$ cat src/rtl/issue_select_if.sv
// Issue-select bundle: allocation, readiness and FU-busy inputs plus grant/occupancy outputs.
// master = issue-queue side driving the selector, slave = the issue_select block.
interface issue_select_if #(
  parameter int ISSUE_NUM = 4,
  parameter int CIQ_DEPTH = 16,
  parameter int IDX_W     = 4,
  parameter int PORT_W    = 2
);
  logic                       flush;
  logic                       alloc_en;
  logic [IDX_W-1:0]           alloc_idx;
  logic [PORT_W-1:0]          alloc_port;
  logic [CIQ_DEPTH-1:0]       entry_rdy;
  logic [ISSUE_NUM-1:0]       fu_busy;
  logic [ISSUE_NUM-1:0]       arbit_grant;
  logic [ISSUE_NUM*IDX_W-1:0] grant_idx;
  logic [CIQ_DEPTH-1:0]       entry_valid;

  modport master (
    output flush, alloc_en, alloc_idx, alloc_port, entry_rdy, fu_busy,
    input  arbit_grant, grant_idx, entry_valid
  );

  modport slave (
    input  flush, alloc_en, alloc_idx, alloc_port, entry_rdy, fu_busy,
    output arbit_grant, grant_idx, entry_valid
  );
endinterface

$ cat src/rtl/issue_select.sv
// Per-port issue selector over a CIQ_DEPTH-entry queue with one-cycle registered grants.
// Define ISSUE_AGE_ORDER_EN for oldest-first (age matrix); otherwise lowest-index-first.
module issue_select #(
  parameter int ISSUE_NUM = 4,
  parameter int CIQ_DEPTH = 16,
  parameter int IDX_W     = 4,
  parameter int PORT_W    = 2
) (
  input logic          clk,
  input logic          rst,
  issue_select_if.slave bus
);
  logic [CIQ_DEPTH-1:0]       valid_q;
  logic [PORT_W-1:0]          port_q [CIQ_DEPTH];
`ifdef ISSUE_AGE_ORDER_EN
  // older_q[i][j] = 1 when entry i was allocated before entry j
  logic [CIQ_DEPTH-1:0]       older_q [CIQ_DEPTH];
  logic                       blocked;
`endif
  logic [CIQ_DEPTH-1:0]       elig_p0 [ISSUE_NUM];
  logic [ISSUE_NUM-1:0]       sel_vld_p0;
  logic [IDX_W-1:0]           sel_idx_p0 [ISSUE_NUM];
  logic [CIQ_DEPTH-1:0]       issued_p0;
  logic                       alloc_ok;
  logic [ISSUE_NUM-1:0]       grant_vld_p1;
  logic [ISSUE_NUM*IDX_W-1:0] grant_idx_p1;

  // ---- stage p0: eligibility and per-port selection from current state ----
  always_comb begin
    for (int p = 0; p < ISSUE_NUM; p++) begin
      for (int i = 0; i < CIQ_DEPTH; i++) begin
        elig_p0[p][i] = valid_q[i] & bus.entry_rdy[i] &
                        (port_q[i] == PORT_W'(p)) & ~bus.fu_busy[p];
      end
    end
  end

  always_comb begin
    issued_p0 = '0;
`ifdef ISSUE_AGE_ORDER_EN
    blocked = 1'b0;
`endif
    for (int p = 0; p < ISSUE_NUM; p++) begin
      sel_vld_p0[p] = 1'b0;
      sel_idx_p0[p] = '0;
`ifdef ISSUE_AGE_ORDER_EN
      for (int i = 0; i < CIQ_DEPTH; i++) begin
        blocked = 1'b0;
        for (int j = 0; j < CIQ_DEPTH; j++) begin
          if (elig_p0[p][j] && older_q[j][i]) blocked = 1'b1;
        end
        if (elig_p0[p][i] && !blocked) begin
          sel_vld_p0[p] = 1'b1;
          sel_idx_p0[p] = IDX_W'(i);
        end
      end
`else
      // Scan downwards so the lowest eligible index is the last one written
      for (int i = CIQ_DEPTH - 1; i >= 0; i--) begin
        if (elig_p0[p][i]) begin
          sel_vld_p0[p] = 1'b1;
          sel_idx_p0[p] = IDX_W'(i);
        end
      end
`endif
      if (sel_vld_p0[p]) issued_p0[sel_idx_p0[p]] = 1'b1;
    end
  end

  assign alloc_ok = bus.alloc_en & ~valid_q[bus.alloc_idx];

  // ---- stage p1: registered grants, occupancy and age update ----
  always_ff @(posedge clk) begin
    if (rst) begin
      valid_q      <= '0;
      grant_vld_p1 <= '0;
      grant_idx_p1 <= '0;
      for (int i = 0; i < CIQ_DEPTH; i++) begin
        port_q[i] <= '0;
`ifdef ISSUE_AGE_ORDER_EN
        older_q[i] <= '0;
`endif
      end
    end else if (bus.flush) begin
      valid_q      <= '0;
      grant_vld_p1 <= '0;
`ifdef ISSUE_AGE_ORDER_EN
      for (int i = 0; i < CIQ_DEPTH; i++) older_q[i] <= '0;
`endif
    end else begin
      valid_q      <= (valid_q & ~issued_p0) |
                      (alloc_ok ? (CIQ_DEPTH'(1) << bus.alloc_idx) : '0);
      grant_vld_p1 <= sel_vld_p0;
      for (int p = 0; p < ISSUE_NUM; p++) begin
        if (sel_vld_p0[p]) grant_idx_p1[p*IDX_W +: IDX_W] <= sel_idx_p0[p];
      end
      if (alloc_ok) begin
        port_q[bus.alloc_idx] <= bus.alloc_port;
`ifdef ISSUE_AGE_ORDER_EN
        older_q[bus.alloc_idx] <= '0;
        for (int k = 0; k < CIQ_DEPTH; k++) begin
          if (valid_q[k]) older_q[k][bus.alloc_idx] <= 1'b1;
        end
`endif
      end
    end
  end

  assign bus.arbit_grant = grant_vld_p1;
  assign bus.grant_idx   = grant_idx_p1;
  assign bus.entry_valid = valid_q;
endmodule
$ cat src/flat_wrapper.sv
// flat-port wrapper written by rule: the top's interface ports become plain ports
module issue_select_flat 
#(
  parameter int ISSUE_NUM = 4,
  parameter int CIQ_DEPTH = 16,
  parameter int IDX_W     = 4,
  parameter int PORT_W    = 2
)
  (clk, rst, bus_flush, bus_alloc_en, bus_alloc_idx, bus_alloc_port, bus_entry_rdy, bus_fu_busy, bus_arbit_grant, bus_grant_idx, bus_entry_valid);
  issue_select_if #(.ISSUE_NUM(ISSUE_NUM), .CIQ_DEPTH(CIQ_DEPTH), .IDX_W(IDX_W), .PORT_W(PORT_W)) bus_i ();
  input logic clk;
  input logic rst;
  input wire logic [$bits(bus_i.flush)-1:0] bus_flush;
  input wire logic [$bits(bus_i.alloc_en)-1:0] bus_alloc_en;
  input wire logic [$bits(bus_i.alloc_idx)-1:0] bus_alloc_idx;
  input wire logic [$bits(bus_i.alloc_port)-1:0] bus_alloc_port;
  input wire logic [$bits(bus_i.entry_rdy)-1:0] bus_entry_rdy;
  input wire logic [$bits(bus_i.fu_busy)-1:0] bus_fu_busy;
  output wire logic [$bits(bus_i.arbit_grant)-1:0] bus_arbit_grant;
  output wire logic [$bits(bus_i.grant_idx)-1:0] bus_grant_idx;
  output wire logic [$bits(bus_i.entry_valid)-1:0] bus_entry_valid;
  assign bus_i.flush = bus_flush;
  assign bus_i.alloc_en = bus_alloc_en;
  assign bus_i.alloc_idx = bus_alloc_idx;
  assign bus_i.alloc_port = bus_alloc_port;
  assign bus_i.entry_rdy = bus_entry_rdy;
  assign bus_i.fu_busy = bus_fu_busy;
  assign bus_arbit_grant = bus_i.arbit_grant;
  assign bus_grant_idx = bus_i.grant_idx;
  assign bus_entry_valid = bus_i.entry_valid;
  issue_select #(.ISSUE_NUM(ISSUE_NUM), .CIQ_DEPTH(CIQ_DEPTH), .IDX_W(IDX_W), .PORT_W(PORT_W)) u_core (.clk(clk), .rst(rst), .bus(bus_i));
endmodule
$ cat config.mk
export PLATFORM = sky130hd
export DESIGN_NAME = issue_select_flat
export DESIGN_NICKNAME = d
export VERILOG_FILES = /design/src/rtl/issue_select_if.sv /design/src/rtl/issue_select.sv /design/src/flat_wrapper.sv
export SDC_FILE = /design/constraint.sdc
export NUM_CORES = 1
export LEC_CHECK = 0
export CAP_MARGIN = 10
export CORE_ASPECT_RATIO = 0.9
export CORE_UTILIZATION = 50
export DETAILED_ROUTE_END_ITERATION = 10
export PLACE_DENSITY = 0.72
export RECOVER_POWER = 50
export SLEW_MARGIN = 20
export SYNTH_ARGS = -nofsm -noshare
export SYNTH_HDL_FRONTEND = slang
export SYNTH_SLANG_ARGS = --single-unit
export TNS_END_PERCENT = 5
$ cat constraint.sdc
create_clock -name clk -period 4.25 [get_ports clk]
set_input_delay 0.85 -clock clk [delete_from_list [all_inputs] [get_ports clk]]
set_output_delay 0.85 -clock clk [all_outputs]
set_load 0.01 [all_outputs]
# == Yosys cells after proc, flatten, opt, wreduce, memory -nomap -nowiden ==
# Memory sizes are Yosys's and may differ from the RTL's.
# Cells that the tools add are included.
# Widths: inputs -> output; s select.
# totals
n_memories,1
mem_bits_rw,32
input_bits,30
output_inout_bits,36
register_bits,36
word_cells,400
# memory_table
name,words,word_bits,rd,rd_clocked_by_memory_dff,wr,line_no,source
u_core.port_q,16,2,16,0,16,issue_select.sv:14,logic [PORT_W-1:0] port_q [CIQ_DEPTH];
# classes
shifts,1
n_bitwise,157
n_reduce_logical,26
n_mux,152
eq_ne,48
magnitude_cmp,9
# ops
cell,count
$mux 4,65
$and 1x1->1,145
$mux 16,5
$mux 1,76
$eq 2x2->1 const B,32
$or 16x16->16,4
$eq 2x1->1 const B,16
$logic_not 2->1,16
$lt 4x5->1 const B,5
$and 16x16->16,1
$demux 1 s4,4
$ge 4x1->1 const B,4
$not 16->16,1
$shl 1x4->16 const A,1
$reduce_and 2->1,4
$not 1->1,6
$bmux 1 s4,1
$logic_and 1x1->1,4
$reduce_or 2->1,2
$mux 2,1

# == Longest topological paths before layout ==
# Gate-level depths: netlist of run 1.
# depth
word_depth,33
mapped_depth,9
ltp_nobuf,7

# == Least setup slack after synthesis of run 1 ==
# Ideal clock, no wire load.
# synth_path
kind,input to register
from,in bus_alloc_idx[1]
to,mem u_core.port_q[12][0] (enable)
stages,5
required_time_ps,3958
path_slack_ps,1477
setup_ps,292
t_arrival_ps,2481
path_buffers,1
cell_sequence,clkbuf_1 > mux4_2 > or3b_1 > nor3_1 > or2_2
# synth_lines
element,line_no,source
start: declaration,flat_wrapper.sv:15,input wire logic [$bits(bus_i.alloc_idx)-1:0] bus_alloc_idx;
end: declaration,issue_select.sv:14,

# == Worst setup path after layout of run 1 ==
# layout_path
from,in bus_fu_busy[0]
to,reg u_core.valid_q[10] (netlist: u_core.bus.entry_valid[10])
# layout_via
elab_chain_len,32
elab_cells_between_ends,64
cone_classes,order compare (2); mux (38); bitwise (23); reduce/logical (1)
# layout_lines
element,line_no,source
start: declaration,flat_wrapper.sv:18,input wire logic [$bits(bus_i.fu_busy)-1:0] bus_fu_busy;
$not 1->1 *,issue_select.sv:33,(port_q[i] == PORT_W'(p)) & ~bus.fu_busy[p];
$and 1x1->1,issue_select.sv:33,
$mux 4 (16 in series),issue_select.sv:60,if (elig_p0[p][i]) begin
$lt 4x5->1 (not written as such) / $ge 4x1->1 (equally long branches),issue_select.sv:66,if (sel_vld_p0[p]) issued_p0[sel_idx_p0[p]] = 1'b1;
$logic_and 1x1->1 (not written as such),issue_select.sv:66,
$mux 1 (not written as such),issue_select.sv:66,
$demux 1 s4,-,
$mux 16 *,issue_select.sv:66,
$or 16x16->16 (no source line),-,
$mux 16 *,issue_select.sv:66,
$or 16x16->16 (no source line),-,
$mux 16 *,issue_select.sv:66,
$or 16x16->16 (no source line),-,
$mux 16 *,issue_select.sv:66,
$not 16->16 *,issue_select.sv:91,valid_q <= (valid_q & ~issued_p0) |
$and 16x16->16 *,issue_select.sv:91,
$or 16x16->16 *,issue_select.sv:91,
end signal: assignment,issue_select.sv:91,
end: declaration,issue_select.sv:13,logic [CIQ_DEPTH-1:0] valid_q;
# Mark *: on every way between the ends. The rest lies on a longest branch, timed or not.
# A chain may end at the register's enable or synchronous reset.

==> flow_summary.yaml, run 1 <==
status:
  outcome: "completed"
clock_tree:
  cts_setup_buffers: 0
  path_clk_slew_ps: 70
  h-tree-depth: 3
  clockBufferDepth: 2
  cts_made_buffers: 9
  cts_resized: 0
  cts_root_buf: "clkbuf_16"
  cts.sinks: 68
  cts_hold_buf: 0
  clk_latency_ps: 340
  cts_tree: "done"
timing:
  fin_tns_setup_ps: 0
  worst_slew_pin_slew_ps: 804.2
  rsz0062_at_grt: "false"
  max_freq_mhz: 277.7
  finalClockSkew_ps: 11.28
  max-slew-margin-rel_pct: 45.63
  setup_ws_ps: 648.5
  hold_viol_final: 0
  min_period_ps: 3602
  finalCritPeriodShare_pct: 84.74
  finalMaxSlewViolations: 0
  finalSetupViolCount: 0
worst_setup_path:
  max_stage_delay_ps: 940
  cp.required_ps: 4510
  critPathLaunch: "bus_fu_busy[0]"
  r2r-end: "u_core.bus.entry_valid[10]"
  cp.arrival_ps: 3860
  path_cells: "clkdlybuf4s50_1 -> inv_1 -> and3_1 -> o221a_2 -> o21ai_1 -> a21oi_1 -> and4b_1 -> o41ai_2"
  path_class: "in2reg"
  rr_worst_depth: 7
  worstSetupStartpointType: "input port"
  crit_path_top_delay_cell: "clkdlybuf4s50_1"
  cp_max_fo: 21
  reg2reg_slack_ps: 1480
  cp-end-kind: "flop"
  r2r_start: "u_core.bus.entry_valid[8]"
synth:
  synth.most_common_cell: "nor2_1"
  seq_area_frac_synth_pct: 32.68
  yosysUniqueCellTypes: 79
  synth_top_area_share_pct: 18.68
  yosys.area.top_type: "edfxtp_1"
  synth_edf_count: 32
  syn_area_per_cell_um2: 8.662
  ys_top_cells_by_area: "edfxtp_1, dfxtp_1, nor2_1"
  ys_warn_count: 0
  yosys-top-cells-count: "nor2_1, and2_1, dfxtp_1, nor3_1"
  syn_nets: 624
  syn_area_um2: 5145
  async_flop_share_pct: 0
  synth_top_flop_cell: "dfxtp_1"
  syn-instance-count: 594
  ys_ff_latch: 68
place:
  io_buffers: 65
  post-place-ws_ps: 409.3
  gp_congestion: 1.018
  dp_hpwl_um: 15810
grt:
  grt_first_pass_wirelength_um: 29870
  antenna_found_initial: 2
  grt_pass1_vias: 5056
  grt_max_degree: 37
  track_usage_pct: 38.38
  overflow: 0
layout:
  nets: 693
  fin_util_pct: 63.43
  antenna_cells: 0
  drive_above_1_share_pct: 13.32
  syn2layout_area_growth_pct: 21.16
floorplanning:
  core_area_um2: 9827
  io_pins: 66
  die_h_um: 98.24
  initial_core_util_pct: 52.36
  die-area_um2: 10700
  rows: 34
  die_w_um: 108.9
min_path:
  min_from: "u_core.bus.grant_idx[0]"
  whs_path_depth: 2
  hold-path-endpoint: "u_core.bus.grant_idx[0]"
  hold_class: "reg2reg"
power_and_ir_drop:
  power_uw: 1665
  power.density_nw_per_um2: 267.1
  p_leak_uw: 0.002271
  ir_worst_vdd_mv: 0.2900
routing:
  drtPass1Iterations: 8
  ant_nets: 0
  wl_per_cell_um: 25.05
  drt_wl_total_um: 19890
  drc: 0
  drt_iter0_drc: 643
  vias: 5501
  avgViaCountPerCell: 6.928
flow_run:
  max_cap_violations: 0
## worst max-delay path: cells and delay by family
kind / cells / cell delay, ps
AND/OR/NAND/NOR: 2 / 600
AO/OA/AOI/OAI: 4 / 1270
buffers and inverters: 2 / 1130
## layout make-up
cell class	instances	area, um2
Fill cell	832	3593
Tap cell	126	157.7
Inverter	23	86.33
Multi-Input combinational cell	483	3269
Clock buffer	9	225.2
Sequential cell	68	1682
Clock inverter	7	80.08
Timing Repair Buffer	78	733.2
## kinds of logic after synthesis
family / Yosys count / share of synthesized area [%]
and+or+nand+nor: 347 / 38.67
DFF: 68 / 32.68
AOI/OAI and AO/OA: 126 / 21.96
muxes: 10 / 2.918
buffers and inverters: 43 / 3.769
## registers in the layout, indices dropped and copies added, names as in the netlist
| signal | flops |
|---|---|
| u_core.port_q | 32 |
| u_core.bus.entry_valid | 16 |
| u_core.bus.grant_idx | 16 |
| u_core.bus.arbit_grant | 4 |
## layer usage
metal  global-route usage (%)  vias up  routed length, um
li1                         -     2446                  -
met1                    55.65     2587               8541
met2                    53.51      418               8246
met3                    12.68       50               2627
met4                    11.54        0                474
met5                        0        -                  0
## worst max-delay path by stage
stage                     slack [ps]                         end  cells past startpoint
after floorplan                 1480        u_core.port_q[12][0]                      5
after global placement           350  u_core.bus.entry_valid[10]                      8
after detailed placement         410  u_core.bus.entry_valid[10]                      8
after CTS                        750  u_core.bus.entry_valid[10]                      8
after global routing             560  u_core.bus.entry_valid[10]                      8
final                            650  u_core.bus.entry_valid[10]                      8
## power by group
group          switching [uW]  total, uW  internal [uW]
logic                    74.3        129           54.3
registers                34.5        738            704
clock network             334        798            463
total                     443       1660           1220
## per-stage QoR
step,hold WS (ps),cell area [um2],std cells
after floorplan,489.6,5145,594
after global placement,458.2,5943,778
after detailed placement,466.0,5943,778
after CTS,476.8,6248,794
after global routing,498.3,6233,794
final,474.8,6233,794
## cells in the final DEF (no fill, tap or decap), types with 8 or more instances in the layout
cell,instances
or3_1,14
nor2_1,64
edfxtp_1,32
nand2b_1,17
and3_1,12
dlygate4sd3_1,39
a211oi_1,10
clkdlybuf4s50_1,26
nor3_1,36
dfxtp_1,36
or2_2,20
and3b_1,8
o32a_1,8
inv_1,20
and2_0,13
nor4_1,9
and2_1,23
nand2_1,32
a21oi_1,12
buf_4,9
nand3b_1,9
nand3_1,30
or4_1,8
clkbuf_16,9
Note: power is estimated with default switching activity, not from simulation.
==> run 2: changes to the inputs <==
==> constraint.sdc (replaced) <==
create_clock -name clk -period 3.5 [get_ports clk]
set_input_delay 0.7 -clock clk [delete_from_list [all_inputs] [get_ports clk]]
set_output_delay 0.7 -clock clk [all_outputs]
set_load 0.01 [all_outputs]
==> run 2 against run 1 <==
Effect of this change:
- power up 19%
- register-to-register slack got worse by 720 ps
- final area increased by 3.1%
- first-iteration DRC count grew 20%
- non-clock buffer count increased by 26
- routed wire length fell by 0.24%
- clock-buffer cell count is the same
- sequential cell count unchanged
- combinational power grew 24%
- clock power up 17%
==> flow_summary.yaml, run 2 (synthesis gave the netlist of run 1 again) <==
status:
  outcome: "completed"
routing:
  avgViaCountPerCell: 6.751
  wl_per_cell_um: 24.20
  drc: 0
  drt_wl_total_um: 19840
  drtPass1Iterations: 6
  drt_iter0_drc: 771
  vias: 5536
  ant_nets: 0
power_and_ir_drop:
  swShare_pct: 25.55
  p_clk_share_pct: 46.8
  p_sw_uw: 507.9
  seqPwrFrac_pct: 45.1
  p_int_uw: 1480
  power.density_nw_per_um2: 309.3
  comb_power_share_pct: 8.0
  p_leak_uw: 0.002408
  ir_worst_vdd_mv: 0.2464
timing:
  finalClockSkew_ps: 6.640
  finalCritPeriodShare_pct: 92.47
  min_period_ps: 3237
  max_freq_mhz: 309.0
  fin_tns_setup_ps: 0
  setup_ws_ps: 263.4
  rsz0062_at_grt: "false"
  worst_slew_pin_slew_ps: 690.2
  hold_viol_final: 0
  finalMaxSlewViolations: 0
  max-slew-margin-rel_pct: 53.34
  finalSetupViolCount: 0
floorplanning:
  die_h_um: 98.24
  die-area_um2: 10700
  core_area_um2: 9827
  die_w_um: 108.9
  rows: 34
  initial_core_util_pct: 52.36
  io_pins: 66
clock_tree:
  cts_hold_buf: 0
  path_clk_slew_ps: 60
  cts_root_buf: "clkbuf_16"
  cts_made_buffers: 9
  clk_latency_ps: 340
  clockBufferDepth: 2
  cts_setup_buffers: 0
  cts_resized: 0
  cts.sinks: 68
  cts_tree: "done"
  h-tree-depth: 3
layout:
  nets: 719
  drive_above_1_share_pct: 16.57
  multi_input_area_um2: 3269
  antenna_cells: 0
  final_common_cell: "nor2_1"
  nFillCells: 813
  stdcell_count: 820
  top_register: "u_core.port_q"
  seqCellArea_um2: 1682
  syn2layout_area_growth_pct: 24.93
  final_cell_mix: "nor2_1, dlygate4sd3_1, nor3_1, buf_4, dfxtp_1"
  largest_register_ffs: 32
place:
  dp_cells: 804
  io_buffers: 65
  post-place-ws_ps: 61.88
  gp_congestion: 1.163
  dp_hpwl_um: 15920
flow_run:
  max_cap_violations: 0
worst_setup_path:
  cp-end-kind: "flop"
  path_class: "in2reg"
  cp.arrival_ps: 3460
  cp.required_ps: 3730
  crit_path_top_delay_cell: "dlygate4sd3_1"
  path_cells: "dlygate4sd3_1 -> clkbuf_1 -> or4_1 -> nand4_1 -> nor4_1 -> nand3_1 -> o22ai_1 -> o41ai_2"
  path_buf_inv: 2
  max_stage_delay_ps: 910
  cp_max_fo: 17
  worstSetupStartpointType: "input port"
  path_delay_family: "simple AND/OR/NAND/NOR gates"
grt:
  track_usage_pct: 38.38
  grt_pass1_vias: 4954
  grt_first_pass_wirelength_um: 29480
  overflow: 0
  antenna_found_initial: 0
  grt_max_degree: 37
min_path:
  hold_class: "reg2reg"
==> run 2: changes by cell type in the layout (fill, tap and decap cells not counted), moves of 2 or more <==
| cell | before | now |
|---|---|---|
| buf_4 | 9 | 36 |
| inv_6 | 4 | 1 |
| clkdlybuf4s50_1 | 26 | 24 |
| clkinv_4 | 0 | 2 |
| dlygate4sd3_1 | 39 | 41 |
==> run 2: cell type report <==
cell class	count	share of cell area, %
multi-input combinational	483	50.87
tap	126	2.453
clock inverter	7	1.168
timing repair buffer	104	14.50
inverter	23	1.343
clock buffer	9	3.504
sequential	68	26.16
==> run 2: metrics by stage <==
stage | instance area [um2] | hold slack (ps) | utilization, % | power [uW]
global placement | 6138 | 457.9 | 62.47 | 1063
detailed placement | 6138 | 466.5 | 62.47 | 1068
global route | 6427 | 499.9 | 65.41 | 2032
CTS | 6439 | 475.2 | 65.52 | 1989
floorplan | 5145 | 489.6 | - | 973.7
finish | 6427 | 471.5 | 65.41 | 1988
==> run 2: layer usage <==
metal | GRT usage [%] | up-vias | part of all wire [%]
li1 | - | 2499 | -
met1 | 56.51 | 2602 | 42
met2 | 54.14 | 390 | 43
met3 | 10.35 | 45 | 13
met4 | 11.54 | 0 | 2.4
met5 | 0 | - | 0
==> run 2: worst reg2reg max path, stage by stage, from the launching register on <==
cell       delay (ps)
dfxtp_1           490
nand3_1           250
a2111oi_0         630
nor4_2            130
o211ai_2          140
and2_1            460
nor3_1            120
buf_4             160
o32ai_1           270
==> run 2: final timing paths <==
path,startpoint,end,slack [ps],cells after the start
setup / recovery,bus_fu_busy[0],u_core.bus.entry_valid[12],260,8
hold / removal,u_core.bus.grant_idx[0],u_core.bus.grant_idx[0],470,2
setup reg to reg,u_core.bus.entry_valid[6],u_core.bus.entry_valid[7],760,8
hold reg to reg,u_core.bus.grant_idx[0],u_core.bus.grant_idx[0],470,2
==> run 2: power groups by stage <==
stage	clock network (uW)	registers [uW]	logic, uW
detailed placement	0	910	159
global route	963	898	171
global placement	0	909	154
finish	931	897	160
CTS	938	893	159
floorplan	0	891	83.0
==> run 3: changes to the inputs <==
--- a/config.mk
+++ b/config.mk
@@ -5,6 +5,7 @@
 export SDC_FILE = /design/constraint.sdc
 export NUM_CORES = 1
 export LEC_CHECK = 0
+export ABC_AREA = 0
 export CAP_MARGIN = 10
 export CORE_ASPECT_RATIO = 0.9
 export CORE_UTILIZATION = 50
==> results of run 3 <==
Final layout, timing and power as in run 2 (identical DEF).
